`src/rtl/pitfall_palette_pkg.sv`:
```
// Shared types and helpers for the programmable palette engine:
// FSM state enum, brightness width and the default palette entry.
package pitfall_palette_pkg;

    localparam int BRIGHT_W = 4;
    // Widest channel the default-entry helper can produce.
    localparam int MAX_CH_W = 32;

    typedef enum logic {
        ST_INIT = 1'b0,
        ST_RUN  = 1'b1
    } state_e;

    // Replicate a 2-bit field across ch_w bits (01 -> 0x55 for 8 bits).
    function automatic logic [MAX_CH_W-1:0] rep2(
        input logic [1:0] f,
        input int         ch_w
    );
        logic [MAX_CH_W-1:0] r;
        r = '0;
        for (int k = 0; k < MAX_CH_W / 2; k++) begin
            if (k < ch_w / 2) begin
                r[2*k +: 2] = f;
            end
        end
        return r;
    endfunction

    // Default entry {R,G,B}, each channel in a MAX_CH_W-wide slot;
    // callers keep the low ch_w bits of each slot.
    function automatic logic [3*MAX_CH_W-1:0] default_entry(
        input logic [5:0] idx,
        input int         ch_w
    );
        return {rep2(idx[5:4], ch_w),
                rep2(idx[3:2], ch_w),
                rep2(idx[1:0], ch_w)};
    endfunction

endpackage

```
`src/rtl/pitfall_palette_ram.sv`:
```
// Dual-bank palette RAM: one write port (optionally both banks at
// once) and one registered read port with read-before-write behaviour.
// Ports: clk_i; wr_en_i/wr_both_i/wr_bank_i/wr_addr_i/wr_data_i write;
//        rd_bank_i/rd_addr_i read request, rd_data_o one cycle later.
module pitfall_palette_ram #(
    parameter int IDX_W  = 6,
    parameter int DATA_W = 24
) (
    input  logic              clk_i,
    input  logic              wr_en_i,
    input  logic              wr_both_i,
    input  logic              wr_bank_i,
    input  logic [IDX_W-1:0]  wr_addr_i,
    input  logic [DATA_W-1:0] wr_data_i,
    input  logic              rd_bank_i,
    input  logic [IDX_W-1:0]  rd_addr_i,
    output logic [DATA_W-1:0] rd_data_o
);

    localparam int DEPTH = 1 << IDX_W;

    logic [DATA_W-1:0] mem0 [DEPTH];
    logic [DATA_W-1:0] mem1 [DEPTH];
    logic [DATA_W-1:0] rd_data_q;

    always_ff @(posedge clk_i) begin
        if (wr_en_i && (wr_both_i || !wr_bank_i)) begin
            mem0[wr_addr_i] <= wr_data_i;
        end
        if (wr_en_i && (wr_both_i || wr_bank_i)) begin
            mem1[wr_addr_i] <= wr_data_i;
        end
        rd_data_q <= rd_bank_i ? mem1[rd_addr_i] : mem0[rd_addr_i];
    end

    assign rd_data_o = rd_data_q;

endmodule

```
`src/rtl/pitfall_palette_engine.sv`:
```
// Programmable double-buffered palette: colour index -> RGB in 2 cycles,
// with frame-synchronous bank swap, brightness scaling and blanking.
// Ports: Clk/Reset_n; sof, pix_valid_in/pix_idx/blank pixel input;
//        wr_en/wr_ready/wr_addr/wr_data shadow write; swap_req, bright;
//        init_done, swap_pending status; pix_valid_out/Red/Green/Blue out.
module pitfall_palette_engine
    import pitfall_palette_pkg::*;
#(
    parameter int IDX_W = 6,
    parameter int CH_W  = 8
) (
    input  logic                Clk,
    input  logic                Reset_n,
    input  logic                sof,
    input  logic                pix_valid_in,
    input  logic [IDX_W-1:0]    pix_idx,
    input  logic                blank,
    input  logic                wr_en,
    output logic                wr_ready,
    input  logic [IDX_W-1:0]    wr_addr,
    input  logic [3*CH_W-1:0]   wr_data,
    input  logic                swap_req,
    input  logic [BRIGHT_W-1:0] bright,
    output logic                init_done,
    output logic                swap_pending,
    output logic                pix_valid_out,
    output logic [CH_W-1:0]     Red,
    output logic [CH_W-1:0]     Green,
    output logic [CH_W-1:0]     Blue
);

    localparam int DW = 3 * CH_W;
    localparam int PW = CH_W + BRIGHT_W;

    state_e              state_q, state_d;
    logic [IDX_W-1:0]    cnt_q, cnt_d;
    logic                sel_q, sel_d;
    logic                pend_q, pend_d;
    logic [BRIGHT_W-1:0] bright_q, bright_d;
    logic                v1_q, b1_q;
    logic                vout_q;
    logic [DW-1:0]       rgb_q;

    logic          run;
    logic          pend_eff;
    logic          commit;
    logic [DW-1:0] init_data;
    logic          ram_we;
    logic [IDX_W-1:0] ram_addr;
    logic [DW-1:0] ram_wdata;
    logic [DW-1:0] rd_data;
    logic [DW-1:0] scaled;
    logic [BRIGHT_W:0] gain;

    assign run      = (state_q == ST_RUN);
    // A swap_req arriving on the sof cycle commits at that same sof.
    assign pend_eff = pend_q | swap_req;
    assign commit   = run & sof & pend_eff;

    always_comb begin
        state_d  = state_q;
        cnt_d    = cnt_q;
        sel_d    = sel_q;
        pend_d   = pend_q;
        bright_d = bright_q;
        unique case (state_q)
            ST_INIT: begin
                cnt_d = cnt_q + {{(IDX_W-1){1'b0}}, 1'b1};
                if (cnt_q == {IDX_W{1'b1}}) begin
                    state_d = ST_RUN;
                end
            end
            ST_RUN: begin
                sel_d  = sel_q ^ commit;
                pend_d = pend_eff & ~commit;
                if (sof) begin
                    bright_d = bright;
                end
            end
        endcase
    end

    always_ff @(posedge Clk or negedge Reset_n) begin
        if (!Reset_n) begin
            state_q  <= ST_INIT;
            cnt_q    <= '0;
            sel_q    <= 1'b0;
            pend_q   <= 1'b0;
            bright_q <= '1;
        end else begin
            state_q  <= state_d;
            cnt_q    <= cnt_d;
            sel_q    <= sel_d;
            pend_q   <= pend_d;
            bright_q <= bright_d;
        end
    end

    assign init_data = {
        CH_W'(default_entry(cnt_q[5:0], CH_W) >> (2 * MAX_CH_W)),
        CH_W'(default_entry(cnt_q[5:0], CH_W) >> MAX_CH_W),
        CH_W'(default_entry(cnt_q[5:0], CH_W))
    };

    // INIT fills both banks; RUN writes only the pre-swap shadow bank,
    // which is the newly active one if a swap commits this cycle.
    assign ram_we    = run ? wr_en : 1'b1;
    assign ram_addr  = run ? wr_addr : cnt_q;
    assign ram_wdata = run ? wr_data : init_data;

    pitfall_palette_ram #(
        .IDX_W  (IDX_W),
        .DATA_W (DW)
    ) u_ram (
        .clk_i     (Clk),
        .wr_en_i   (ram_we),
        .wr_both_i (~run),
        .wr_bank_i (~sel_q),
        .wr_addr_i (ram_addr),
        .wr_data_i (ram_wdata),
        .rd_bank_i (sel_d),
        .rd_addr_i (pix_idx),
        .rd_data_o (rd_data)
    );

    assign gain = {1'b0, bright_q} + {{BRIGHT_W{1'b0}}, 1'b1};

    for (genvar ch = 0; ch < 3; ch++) begin : g_ch
        logic [PW-1:0] prod;
        assign prod = PW'(rd_data[ch*CH_W +: CH_W]) * PW'(gain);
        assign scaled[ch*CH_W +: CH_W] = CH_W'(prod >> BRIGHT_W);
    end

    always_ff @(posedge Clk or negedge Reset_n) begin
        if (!Reset_n) begin
            v1_q   <= 1'b0;
            b1_q   <= 1'b0;
            vout_q <= 1'b0;
            rgb_q  <= '0;
        end else begin
            v1_q   <= pix_valid_in & run;
            b1_q   <= blank;
            vout_q <= v1_q;
            rgb_q  <= (v1_q && !b1_q) ? scaled : '0;
        end
    end

    assign wr_ready      = run;
    assign init_done     = run;
    assign swap_pending  = pend_q;
    assign pix_valid_out = vout_q;
    assign Red   = rgb_q[3*CH_W-1 -: CH_W];
    assign Green = rgb_q[2*CH_W-1 -: CH_W];
    assign Blue  = rgb_q[CH_W-1 -: CH_W];

endmodule

```
`config.mk`:
```
export PLATFORM = sky130hd
export DESIGN_NAME = pitfall_palette_engine
export DESIGN_NICKNAME = d
export VERILOG_FILES = /design/src/rtl/pitfall_palette_pkg.sv /design/src/rtl/pitfall_palette_ram.sv /design/src/rtl/pitfall_palette_engine.sv
export SDC_FILE = /design/constraint.sdc
export NUM_CORES = 2
export LEC_CHECK = 0
export CAP_MARGIN = 5
export CORE_MARGIN = 2
export CORE_UTILIZATION = 30
export CTS_BUF_LIST = sky130_fd_sc_hd__clkbuf_8
export DETAILED_ROUTE_END_ITERATION = 10
export GPL_TIMING_DRIVEN = 0
export SLEW_MARGIN = 10
export SYNTH_ARGS = -nofsm -noshare
export SYNTH_HDL_FRONTEND = slang
export SYNTH_HIERARCHICAL = 1
export SYNTH_SLANG_ARGS = --single-unit
```
`constraint.sdc`:
```
create_clock -name Clk -period 4.55 [get_ports Clk]
set_input_delay 0.455 -clock Clk [delete_from_list [all_inputs] [get_ports Clk]]
set_output_delay 0.455 -clock Clk [all_outputs]
set_load 0.005 [all_outputs]
```
* After elaboration in Yosys (flattened, before gate mapping)
Memories as Yosys holds them, arrays and structs flattened.
Index checks and enable logic that the tools add are counted.
** Operators by class
- Mux-type cells :: 12
- Divide/modulo/power cells :: 0
- Equality and inequality tests :: 1
- Reductions and logical operators :: 7
- Shifts and indexed selects :: 0
- Order comparisons :: 0
- Add/subtract/negate cells :: 2
- Multipliers :: 3
- Bitwise logic cells :: 9
** Operators by type and width (number)
- $mux 24 :: 3
- $mul 8x5->12 :: 3
- $mux 1 :: 8
- $add 6x1->6 const B :: 1
- $eq 6x6->1 const B :: 1
- $mux 6 :: 1
- $add 4x1->5 const B :: 1
- $and 1x1->1 :: 4
- $logic_and 1x1->1 :: 3
- $not 1->1 :: 3
- $logic_or 1x1->1 :: 2
- $reduce_and 2->1 :: 1
- $logic_not 1->1 :: 1
- $or 1x1->1 :: 1
- $xor 1x1->1 :: 1
** Storage, ports and cells
- ROM bits :: 0
- Word-level logic and storage cells :: 46
- Bits of input ports :: 47
- Flip-flop bits (word level) :: 64
- Latch bits :: 0
- Memories kept :: 2
- RAM bits :: 3072
** Memory list
- u_ram.mem0 :: words 64, width 24, read ports 1, clocked after Yosys merged registers in 0, write ports 1, RTL line pitfall_palette_ram.sv:22 : logic [DATA_W-1:0] mem0 [DEPTH];
- u_ram.mem1 :: words 64, width 24, read ports 1, clocked after Yosys merged registers in 0, write ports 1, RTL line pitfall_palette_ram.sv:23 : logic [DATA_W-1:0] mem1 [DEPTH];

* Logic depth before layout (Yosys ltp)
- Word-level depth :: 5
- Gate-level depth with buffers :: 17
- Mapped depth without buffers :: 15

* Cells and area by module
Netlist, hierarchy kept.
** Modules (own cells, without submodules)
- pitfall_palette_ram :: seq. area each 92728.9 µm², area an instance 117406.4 µm², times used 1, cells each 4544
- pitfall_palette_engine :: seq. area each 1006.0 µm², area an instance 5059.9 µm², times used 1, cells each 586

* Worst setup path before layout
No wires, ideal clock.
- Path type :: reg2reg
- From :: register bright_q[0]
- To :: register rgb_q[18]
- Data arrival time :: 4.365 ns
- Required time :: 4.430 ns
- Setup slack :: 0.066 ns
- Clock period less this slack :: 4.484 ns
- Cell stages (with the launch flop) :: 15
- Setup time :: 0.120 ns
- Path buffers :: 2
- Cells stage by stage :: dfstp_2 -> ha_1 -> and3_1 -> clkbuf_1 -> clkbuf_1 -> nand2_1 -> fa_1 -> fa_1 -> fa_1 -> inv_1 -> ha_1 -> a21oi_1 -> and2b_1 -> or4_1 -> and3_1
** Between the ends
- Cells in the longest elaborated chain, start to end :: 3
** Ends and longest elaborated chain
- start, declared :: RTL line pitfall_palette_engine.sv:39 : logic [BRIGHT_W-1:0] bright_q, bright_d;
- start signal, assigned :: RTL line pitfall_palette_engine.sv:95 : bright_q <= bright_d;
- $add 4x1->5 :: RTL line pitfall_palette_engine.sv:126 : assign gain = {1'b0, bright_q} + {{BRIGHT_W{1'b0}}, 1'b1};
- $mul 8x5->12 :: RTL line pitfall_palette_engine.sv:130 : assign prod = PW'(rd_data[ch*CH_W +: CH_W]) * PW'(gain);
- $mux 24 :: RTL line pitfall_palette_engine.sv:144 : rgb_q <= (v1_q && !b1_q) ? scaled : '0;
- end signal, assigned :: RTL line pitfall_palette_engine.sv:144
- end, declared :: RTL line pitfall_palette_engine.sv:42 : logic [DW-1:0] rgb_q;
Every way passes these cells.
A chain may end at the register's enable or synchronous reset.

* Worst setup path after layout
- From :: register state_q (netlist: init_done)
- To :: memory u_ram.mem1[10][6] (enable)
** Between the ends
- Elaborated cells on any way between the ends :: 7
** RTL lines
- start, declared :: RTL line pitfall_palette_engine.sv:35 : state_e state_q, state_d;
- start signal, assigned :: RTL line pitfall_palette_engine.sv:91 : state_q <= state_d;
- $mux 6 :: RTL line pitfall_palette_engine.sv:108 : assign ram_addr = run ? wr_addr : cnt_q;
- named net ram_addr[1] :: RTL line pitfall_palette_engine.sv:49 : logic [IDX_W-1:0] ram_addr;
- end, declared :: RTL line pitfall_palette_ram.sv:23
The timed path passes the listed nets, and every way through them passes these cells.

==> results.toml <==
[timing]
finalHoldViolCount = 0
rsz0062_at_grt = "true"
whs_ns = 0.2643
worst_slew_pin_slew_ns = 1.658
slew_viol_final = 11
slew_headroom = -0.1079
fin_crit_ns = 4.615
clock.fmax_mhz = 216.7
setup_violations = 101
worst_clock_skew_ns = 0.08004
fin_crit_sh = 1.014
fin_ws_ns = -0.06471

[grt]
antenna_found_initial = 36
grt_start_max_net_pins = 78
grt_pass1_vias = 60060
track_usage = 0.1550
grt_overflow_total = 0
grt_pass1_wl_mm = 457.6

[detailed_routing]
drcViolationCount = 0
wl_per_cell_um = 28.06
firstDrtPassIters = 8
viasPerCell = 5.048
drt_iter0_markers = 7540
wirelength_mm = 330.3
postRouteAntennaNets = 0
vias = 59420

[worst_setup_path]
slowest_stage = "clkbuf_2"
critical_path.max_stage_delay_ns = 0.55
worst-path-buf-inv = 6
arrival_ns = 5.44
critical_path.top_delay_family = "buffers and inverters"
critPathKind = "flop to flop"
crit_path_max_fanout = 16
cp_cell_sequence = "clkbuf_1 -> clkbuf_2 -> nand2_1 -> nand2_1 -> clkbuf_1 -> or3b_2 -> clkbuf_2 -> inv_1 -> nand2_2 -> nor2_4 -> buf_16"
cp-start-kind = "flop"
end_kind = "flop"
crit_required_ns = 5.38

[pwr]
p_leak_nw = 43.80
cellPowerDensity_mw_per_mm2 = 388.6
irDropWorstVdd_v = 0.0002973

[synth]
synthMuxAreaShare = 0.1881
syn-num-nets = 5281
async_flop_share = 0.01276
synth_xor_area_frac = 0.002146
synth_ff_type = "edfxtp_1"
yosys.area_share.simple = 0.01603
syn_area_per_cell_um2 = 23.87
synth-compound-area-share = 0.003208
synth_cell_types = 55
synthesis.area_mm2 = 0.1225
synthAdderAreaFrac = 0.01357
synth.ff_latch_count = 3136
synthCells = 5130
synth_top_family_by_area = "multiplexers"
ys_warn_count = 6
synth.yosys.seq_area_share = 0.7654
synth-edff-count = 3072

[finish]
multi_input_area_mm2 = 0.02876
drive_above_1_share = 0.3447
syn2layout_area_growth_pct = 18.43
final_common_cell = "edfxtp_1"
fill_cells = 37050
stdcell_area_mm2 = 0.1450
regArea_mm2 = 0.09373
finalNetCount = 6090
final_cell_mix = "edfxtp_1 (3072), mux4_2 (1008), clkbuf_8 (522)"

[floorplan]
die_area_mm2 = 0.4133
start_util = 0.3014
io_pins = 75
row_count = 234
die_w_um = 642.9
core-area_mm2 = 0.4064
die_h_um = 642.9

[placed_design]
gp_congestion = 0.8431
io_buffers = 68
dpl_cell_area_mm2 = 0.1343
hpwl_mm = 221.6

[job]
cap_violations = 1

[hold_path]
hp-class = "primary input to flop"

[clocking]
numClockSinks = 3136
cts_buffer_depth = 4
numCtsBuffers = 520
cts_root_buf = "clkbuf_8"
clk_transition_reported_paths_ns = 0.06
htreeDepth = 6
clkLatencyLatePin_ns = 1.17
cts_tree = "built"

[run_status]
status = "complete, but fails checks"
failed_checks = "capacitance limit, slew limit, setup timing"
==> per-layer routing <==
metal | wire, um | vias to the layer above | global-route usage
met5 | 11 | - | 0
met4 | 13510 | 2 | 0.06550
li1 | - | 23600 | -
met2 | 159900 | 2997 | 0.2518
met1 | 128600 | 32300 | 0.2039
met3 | 28250 | 524 | 0.02948
==> through the flow <==
step | std cells | setup WS, ns | total power [W] | util | setup TNS [ns]
2_1_floorplan | 5130 | 0.06557 | 0.03299 | - | 0
3_3_place_gp | 10630 | -1.729 | 0.03376 | 0.3197 | -6238.75
3_5_place_dp | 10760 | -0.7426 | 0.03379 | 0.3304 | -593.99
4_1_cts | 11720 | -0.2661 | 0.05684 | 0.3556 | -47.53
5_1_grt | 11760 | -0.1957 | 0.05811 | 0.3568 | -75.48
6_report | 11770 | -0.06471 | 0.05636 | 0.3569 | -2.858
==> cells in the mapped netlist, drive strengths merged (7+ instances only) <==
master	instances	area (um^2)
buf	82	402.9
clkbuf	176	660.6
mux2	29	326.6
xor2	16	140.1
xnor2	14	122.6
a21oi	22	110.1
nor2	148	555.5
mux4	1008	22700
edfxtp	3072	92250
inv	92	345.3
nor2b	7	51.30
and2	61	385.4
dfxtp	24	480.5
dfrtp	36	900.9
nand2	125	469.2
nand2b	18	112.6
nand3	19	95.09
fa	48	960.9
ha	56	700.7
==> sequential cells by signal, summed over array words and instances, names as in the netlist <==
name,count
u_ram/rd_data_o,24
bright_q,4
sel_q,1
init_done,1
rgb_q,24
b1_q,1
swap_pending,1
cnt_q,6
pix_valid_out,1
u_ram/mem1,1536
u_ram/mem0,1536
v1_q,1
==> worst register-to-register path: stages, from the launching register on <==
cell,delay [ns]
dfrtp_1,0.39
clkbuf_1,0.43
clkbuf_2,0.45
nand2_1,0.11
nand2_1,0.09
clkbuf_1,0.34
or3b_2,0.49
clkbuf_2,0.55
inv_1,0.23
nand2_2,0.40
nor2_4,0.54
buf_16,0.23
==> final cells by class <==
class | count | area share
flip-flops and latches | 3136 | 0.6463
clock buffers | 521 | 0.04944
diodes | 18 | 0.0003106
multi-input cells | 1655 | 0.1983
inverters | 93 | 0.002407
plain buffers | 256 | 0.007808
well taps | 5428 | 0.04683
repair buffers | 277 | 0.03179
clock inverters | 387 | 0.01683
==> what timing repair did <==
| item | in CTS | in global routing |
|---|---|---|
| setup buffers | 35 | 27 |
| setup endpoints to repair | 2156 | 1279 |
| gates cloned | 3 | 10 |
| gates resized for setup | 35 | 32 |
| hold endpoints to repair | 54 | 0 |
| hold buffers | 12 | 0 |
| pin swaps | 25 | 39 |
==> logic make-up (layout without fill, tap and decap cells) <==
logic type,after synthesis,count (layout)
fa+ha+maj,104,104
mux,1038,1038
simple gates,417,429
other cells,0,18
buf+inv,351,1534
flops,3136,3136
compound gates,54,54
xor+xnor,30,30
==> power breakdown <==
group	leakage (nW)	switching (W)	internal, W
sequential	27.3	0.0000297	0.0312
clock	5.44	0.0116	0.0115
combinational	11.0	0.00112	0.000797
total	43.8	0.0128	0.0436
==> final timing paths <==
kind	slack (ns)	to	cells after the start	startpoint
max in group asynchronous	3.01	rgb_q[22]	4	Reset_n
setup reg to reg	-0.06	u_ram/mem1[10][6]	11	init_done
setup / recovery	-0.06	u_ram/mem1[10][6]	11	init_done
min in group asynchronous	0.37	rgb_q[12]	4	Reset_n
hold reg to reg	0.41	pix_valid_out	0	v1_q
hold / removal	0.26	sel_q	4	swap_req
No activity file was read; power rests on OpenSTA's default activity.
